[config.mk]
export PLATFORM = sky130hd
export DESIGN_NAME = ipv4_udp_parse
export DESIGN_NICKNAME = d
export VERILOG_FILES = /design/src/rtl/udp_pkg.sv /design/src/rtl/ones_comp_sum16.sv /design/src/rtl/ipv4_udp_parse.sv
export SDC_FILE = /design/constraint.sdc
export NUM_CORES = 1
export LEC_CHECK = 0
export CAP_MARGIN = 20
export CORE_MARGIN = 3
export CORE_UTILIZATION = 40
export CTS_BUF_LIST = sky130_fd_sc_hd__clkbuf_4
export DETAILED_ROUTE_END_ITERATION = 16
export SLEW_MARGIN = 0
export SYNTH_ARGS = -nofsm -noshare
export SYNTH_HDL_FRONTEND = slang
export SYNTH_SLANG_ARGS = --single-unit
[constraint.sdc]
create_clock -name main_clk -period 3.9 [get_ports main_clk]
set_input_delay 0.78 -clock main_clk [delete_from_list [all_inputs] [get_ports main_clk]]
set_output_delay 0.78 -clock main_clk [all_outputs]
set_load 0.02 [all_outputs]
[src/rtl/udp_pkg.sv]
// Shared types and constants for the IPv4/UDP header parser.
package udp_pkg;

  typedef enum logic [2:0] {
    S_IDLE    = 3'd0,
    S_IP_HDR  = 3'd1,
    S_IP_OPT  = 3'd2,
    S_UDP_HDR = 3'd3,
    S_PAYLOAD = 3'd4,
    S_SKIP    = 3'd5
  } state_t;

  localparam logic [3:0]  IPV4_VERSION   = 4'd4;
  localparam logic [3:0]  IPV4_IHL_MIN   = 4'd5;
  localparam logic [7:0]  IP_PROTO_UDP   = 8'd17;
  localparam logic [15:0] UDP_HDR_BYTES  = 16'd8;
  localparam logic [15:0] ETHERTYPE_IPV4 = 16'h0800;

  // 16-bit ones'-complement add with end-around carry.
  function automatic logic [15:0] ones_add16(input logic [15:0] a, input logic [15:0] b);
    logic [16:0] s;
    s = {1'b0, a} + {1'b0, b};
    return s[15:0] + {15'd0, s[16]};
  endfunction

endpackage

[src/rtl/ones_comp_sum16.sv]
// Byte-serial 16-bit ones'-complement accumulator (big-endian word pairs).
// The sum output is look-ahead: it already includes the low byte presented
// this cycle, so the parent can judge a header on its final byte.
module ones_comp_sum16
  import udp_pkg::*;
(
  input  logic        clk,
  input  logic        rst_n,
  input  logic [7:0]  data,
  input  logic        clear,
  input  logic        valid,
  output logic [15:0] sum
);

  logic [15:0] acc;
  logic [7:0]  hi;
  logic        odd;

  // Combine the pending high byte with this cycle's low byte.
  always_comb begin
    sum = acc;
    if (clear)
      sum = 16'd0;
    else if (valid && odd)
      sum = ones_add16(acc, {hi, data});
  end

  // Collect high bytes and fold each completed word into the accumulator.
  always_ff @(posedge clk or negedge rst_n) begin
    if (!rst_n) begin
      acc <= 16'd0;
      hi  <= 8'd0;
      odd <= 1'b0;
    end else if (valid) begin
      if (clear || !odd) begin
        hi  <= data;
        odd <= 1'b1;
        if (clear)
          acc <= 16'd0;
      end else begin
        acc <= sum;
        odd <= 1'b0;
      end
    end else if (clear) begin
      acc <= 16'd0;
      odd <= 1'b0;
    end
  end

endmodule

[src/rtl/ipv4_udp_parse.sv]
// IPv4 + UDP header parser: validates the IP header, extracts addresses and
// ports, and forwards exactly udp_len-8 payload bytes.
//
// state     | meaning
// S_IDLE    | waiting for ip_start
// S_IP_HDR  | IP header bytes 1..19
// S_IP_OPT  | IP option bytes 20..IHL*4-1
// S_UDP_HDR | UDP header bytes 0..7
// S_PAYLOAD | forwarding UDP payload
// S_SKIP    | frame rejected or not UDP, ignore until ip_start
module ipv4_udp_parse
  import udp_pkg::*;
#(
  parameter int CHECK_CSUM = 1
) (
  input  logic        main_clk,
  input  logic        main_rst_n,
  input  logic [7:0]  eth_byte,
  input  logic        input_ready,
  input  logic        ip_start,
  output logic        valid_udp,
  output logic        hdr_err,
  output logic [31:0] src_ip,
  output logic [31:0] dst_ip,
  output logic [15:0] src_port,
  output logic [15:0] dst_port,
  output logic [15:0] udp_len,
  output logic [7:0]  payload_byte,
  output logic        payload_valid,
  output logic        payload_last
);

  state_t      state;
  logic [5:0]  cnt;
  logic [3:0]  ihl;
  logic        frag_bad;
  logic        proto_udp;
  logic [15:0] remaining;

  logic        csum_clear;
  logic        csum_valid;
  logic [15:0] csum_sum;
  logic [5:0]  hdr_last_idx;
  logic        hdr_done;
  logic        hdr_bad;

  // Feed every IP header byte, starting fresh on the ip_start byte.
  always_comb begin
    csum_clear = input_ready && ip_start;
    csum_valid = input_ready && (ip_start || state == S_IP_HDR || state == S_IP_OPT);
  end

  ones_comp_sum16 u_csum (
    .clk   (main_clk),
    .rst_n (main_rst_n),
    .data  (eth_byte),
    .clear (csum_clear),
    .valid (csum_valid),
    .sum   (csum_sum)
  );

  // Detect the final IP header byte and judge the header on it.
  always_comb begin
    hdr_last_idx = {ihl, 2'b00} - 6'd1;
    hdr_done     = input_ready && !ip_start &&
                   ((state == S_IP_HDR && cnt == 6'd19 && ihl == IPV4_IHL_MIN) ||
                    (state == S_IP_OPT && cnt == hdr_last_idx));
    hdr_bad      = frag_bad || ((CHECK_CSUM != 0) && (csum_sum != 16'hFFFF));
  end

  // Main parse FSM, field capture and payload forwarding.
  always_ff @(posedge main_clk or negedge main_rst_n) begin
    if (!main_rst_n) begin
      state         <= S_IDLE;
      cnt           <= 6'd0;
      ihl           <= 4'd0;
      frag_bad      <= 1'b0;
      proto_udp     <= 1'b0;
      remaining     <= 16'd0;
      valid_udp     <= 1'b0;
      hdr_err       <= 1'b0;
      src_ip        <= 32'd0;
      dst_ip        <= 32'd0;
      src_port      <= 16'd0;
      dst_port      <= 16'd0;
      udp_len       <= 16'd0;
      payload_byte  <= 8'd0;
      payload_valid <= 1'b0;
      payload_last  <= 1'b0;
    end else begin
      valid_udp     <= 1'b0;
      hdr_err       <= 1'b0;
      payload_valid <= 1'b0;
      payload_last  <= 1'b0;
      if (input_ready) begin
        if (ip_start) begin
          cnt       <= 6'd1;
          ihl       <= eth_byte[3:0];
          frag_bad  <= 1'b0;
          proto_udp <= 1'b0;
          if (eth_byte[7:4] != IPV4_VERSION || eth_byte[3:0] < IPV4_IHL_MIN) begin
            state   <= S_SKIP;
            hdr_err <= 1'b1;
          end else begin
            state   <= S_IP_HDR;
          end
        end else begin
          case (state)
            S_IP_HDR, S_IP_OPT: begin
              cnt <= cnt + 6'd1;
              if (state == S_IP_HDR) begin
                if (cnt == 6'd6)
                  frag_bad <= eth_byte[5] | (|eth_byte[4:0]);
                if (cnt == 6'd7)
                  frag_bad <= frag_bad | (|eth_byte);
                if (cnt == 6'd9)
                  proto_udp <= (eth_byte == IP_PROTO_UDP);
                if (cnt >= 6'd12 && cnt <= 6'd15)
                  src_ip <= {src_ip[23:0], eth_byte};
                if (cnt >= 6'd16 && cnt <= 6'd19)
                  dst_ip <= {dst_ip[23:0], eth_byte};
                if (cnt == 6'd19 && ihl != IPV4_IHL_MIN)
                  state <= S_IP_OPT;
              end
              if (hdr_done) begin
                cnt <= 6'd0;
                if (hdr_bad) begin
                  state   <= S_SKIP;
                  hdr_err <= 1'b1;
                end else if (!proto_udp) begin
                  state   <= S_SKIP;
                end else begin
                  state   <= S_UDP_HDR;
                end
              end
            end
            S_UDP_HDR: begin
              cnt <= cnt + 6'd1;
              if (cnt == 6'd0 || cnt == 6'd1)
                src_port <= {src_port[7:0], eth_byte};
              if (cnt == 6'd2 || cnt == 6'd3)
                dst_port <= {dst_port[7:0], eth_byte};
              if (cnt == 6'd4 || cnt == 6'd5)
                udp_len <= {udp_len[7:0], eth_byte};
              if (cnt == 6'd7) begin
                cnt <= 6'd0;
                if (udp_len < UDP_HDR_BYTES) begin
                  state   <= S_SKIP;
                  hdr_err <= 1'b1;
                end else begin
                  valid_udp <= 1'b1;
                  remaining <= udp_len - UDP_HDR_BYTES;
                  state     <= (udp_len == UDP_HDR_BYTES) ? S_IDLE : S_PAYLOAD;
                end
              end
            end
            S_PAYLOAD: begin
              payload_byte  <= eth_byte;
              payload_valid <= 1'b1;
              remaining     <= remaining - 16'd1;
              if (remaining == 16'd1) begin
                payload_last <= 1'b1;
                state        <= S_IDLE;
              end
            end
            S_IDLE, S_SKIP: ;
            default: state <= S_IDLE;
          endcase
        end
      end
    end
  end

endmodule

==> impl_metrics.py <==
metrics = {
    "placed_design": {
        "place_inst": 1308,
        "hpwl_um": 17710,
        "io_buffers": 135,
        "finalWeightedCongestion": 0.9041,
    },
    "sta": {
        "fin_skew_ps": 31.11,
        "hold_viol": 0,
        "finalCritPeriodShare": 1.144,
        "report.final.setup_viol": 7,
        "rsz0062_at_grt": "yes",
        "worst_pin_slew_ps": 889.1,
        "finalMaxSlewViolations": 0,
        "hold-worst-slack_ps": 238.7,
        "relSlewSlack": 0.4066,
        "period_needed_ps": 4460,
        "max_freq_mhz": 224.2,
        "finalSetupTns_ps": -1828,
        "fin_ws_ps": -559.7,
    },
    "setup_path": {
        "critPathLaunch": "eth_byte[0]",
        "required_ps": 4400,
        "worstPathCellList": "dlygate4sd2_1 > ha_4 > inv_2 > fa_2 > and2b_1 > o221ai_2 > a211oi_2 > o41ai_2 > nor2b_1 > o21ai_1 > nand2b_1 > ha_2 > nor2b_4 > nand2_2 > nor3b_4 > nand4_1 > nor4_4 > nand2_1 > xnor2_1 > a211o_1 > o41ai_4 > a32o_1",
        "critPathTopFamily": "simple AND/OR/NAND/NOR gates",
        "cp-end-kind": "flop",
        "cp-start-kind": "input pin",
        "critPathKind": "input pin to flop",
        "critPathMaxFanout": 4,
        "critPathArrivalTime_ps": 4960,
        "r2r_start": "u_csum.acc[0]",
        "slowest_stage": "fa_2",
        "cp.buffers_inverters": 2,
        "cpPeakStageDelay_ps": 350,
    },
    "power_and_ir_drop": {
        "power_density_nw_per_um2": 582.7,
        "leakage_nw": 5.340,
        "irDropWorstVdd_v": 0.0004112,
    },
    "logic_synthesis": {
        "synth_cell_types": 73,
        "synth_warnings": 0,
        "synth-seq-cells": 180,
        "synth-edff-count": 0,
        "synth-async-reset-ratio": 1.000,
        "post-synth-top-area-cell": "dfrtp_1",
        "syn_inst": 843,
        "synth_nets": 883,
        "synth_ff_type": "dfrtp_1",
        "ys_seq_area_frac": 0.4909,
        "avgSynthCellArea_um2": 10.88,
        "synth_area_leaders": "dfrtp_1, mux2_2, ha_1, o21ai_0, nand2_1",
        "synth_top_area_frac": 0.4909,
        "synth_area_um2": 9175,
    },
    "floorplan": {
        "start_util": 0.4140,
        "core_um2": 22160,
        "ios": 136,
        "die_h_um": 157.5,
        "die_w_um": 157.5,
        "dieArea_um2": 24790,
        "rows": 54,
    },
    "cts": {
        "clockBufferDepth": 2,
        "ctsHoldBuffers": 0,
        "insertion_delay_ps": 580,
        "cts_root_buffer": "clkbuf_4",
        "htreeDepth": 4,
        "clkSinkCount": 180,
        "cts_tree": "yes",
        "cts_buffers": 17,
        "clk_pin_slew_ps": 170,
    },
    "grt": {
        "grt_overflow": 0,
        "grt_usage": 0.2016,
        "grt_max_degree": 90,
        "antenna_found_initial": 2,
        "grt_pass1_wl_um": 39160,
        "grt_pass1_vias": 7099,
    },
    "route": {
        "drtIter0Drc": 425,
        "vias": 7247,
        "dr.pass1.iters": 5,
        "route.detailed.drc": 0,
        "via_per_inst": 5.380,
        "detail-route-antenna-nets": 0,
        "routed_wl_um": 24490,
        "wl_per_cell_um": 18.18,
    },
    "status": {
        "status": "complete, but fails checks",
        "violations": "setup timing",
    },
    "worst_hold_path": {
        "hold_path_class": "input pin to asynchronous set/reset pin",
    },
    "cells_and_area": {
        "num-nets-final": 1092,
        "utilization": 0.5371,
        "area_growth_pct": 29.73,
        "layoutNonFillerInstCount": 1347,
        "drive_above_1_share": 0.2685,
    },
    "job": {
        "max_cap_viol_count": 0,
    },
}
==> final cells by class <==
cell class	count	area (um^2)
Inverter	23	86.33
Sequential cell	180	4504
Tap cell	280	350.3
Timing Repair Buffer	226	2042
Fill cell	1999	10260
Clock buffer	17	127.6
Antenna cell	2	5.005
Clock inverter	15	143.9
Multi-Input combinational cell	604	4643
==> Yosys cell counts, drive strengths merged (10+ instances only) <==
master / instances
dfrtp: 180
mux2: 116
nand2: 68
o21ai: 57
nor2: 53
a21oi: 38
clkbuf: 31
ha: 27
inv: 23
nand3: 22
xnor2: 22
nor3: 19
xor2: 13
nor2b: 11
nand4: 10
==> registers in the layout, summed over array words and instances, names as in the netlist <==
signal         count
state              3
remaining         16
u_csum.hi          8
cnt                6
ihl                4
payload_last       1
proto_udp          1
valid_udp          1
hdr_err            1
src_ip            32
dst_ip            32
u_csum.odd         1
udp_len           16
payload_valid      1
src_port          16
payload_byte       8
frag_bad           1
dst_port          16
u_csum.acc        16
==> worst reg2reg max path, delay by kind of cell (launching register included) <==
kind                     cells  cell delay, ps
AND/OR/NAND/NOR              9            1640
AO/OA/AOI/OAI                7            1400
adder cells (fa/ha/maj)      3             680
flip-flops                   1             450
XOR/XNOR                     1             170
buffers and inverters        1              40
==> worst paths after layout <==
path | end | slack, ps | depth (start not counted)
max | state[1] | -560 | 22
min | dst_ip[23] | 240 | 1
max reg2reg | state[1] | -540 | 21
min reg2reg | payload_byte[4] | 500 | 2
max in group asynchronous | src_port[5] | 2800 | 2
min in group main_clk | payload_byte[4] | 500 | 2
==> metal layers <==
layer	part of all wire	GRT usage	vias up	wire length (um)
met5	0.00029	0	-	7
met4	0.019	0.05372	2	469
met3	0.044	0.04234	28	1068
met2	0.45	0.3076	188	10970
met1	0.49	0.2928	3553	11970
li1	-	-	3476	-
==> through the flow <==
stage               total power (W)  setup WS (ps)  area (um^2)
CTS                        0.006889         -573.4        11800
global placement           0.005812          -1455        11480
detailed placement         0.005820          -1558        11480
global route               0.007433         -791.2        11900
finish                     0.006935         -559.7        11900
floorplan                  0.004473         -686.2         9241
==> placed cells by master, fill, tap and decap left out, drive strengths merged, types with 10 or more instances in the layout <==
master,count
a21oi,38
buf,91
clkbuf,18
clkdlybuf4s50,131
dfrtp,180
ha,27
inv,29
mux2,116
nand2,68
nand3,22
nand4,10
nor2,53
nor2b,11
nor3,19
o21ai,57
xnor2,22
xor2,13
==> power by group <==
group	switching [W]	leakage (nW)	total (W)	internal, W
Sequential	0.000347	2.39	0.00257	0.00222
Clock	0.000731	0.134	0.00101	0.000280
Combinational	0.00176	2.81	0.00336	0.00159
Total	0.00284	5.34	0.00694	0.00409
==> cells by family (layout without fill, tap and decap cells) <==
kind of cell | Yosys count | after routing | synth area share
AO/OA/AOI/OAI | 173 | 173 | 0.1244
XOR/XNOR | 36 | 36 | 0.03682
adder cells (fa/ha/maj) | 28 | 28 | 0.03900
buffers and inverters | 59 | 281 | 0.02468
flip-flops | 180 | 180 | 0.4909
multiplexers | 121 | 121 | 0.1478
other | 0 | 2 | 0
AND/OR/NAND/NOR | 246 | 246 | 0.1364
==> repair_timing <==
item                                    in CTS  in global routing
pin swaps                                   13                  7
endpoints found under the setup margin      10                  9
buffers inserted                             3                  3
gates resized for setup                      9                 12
(Power assumes the default switching activity.)
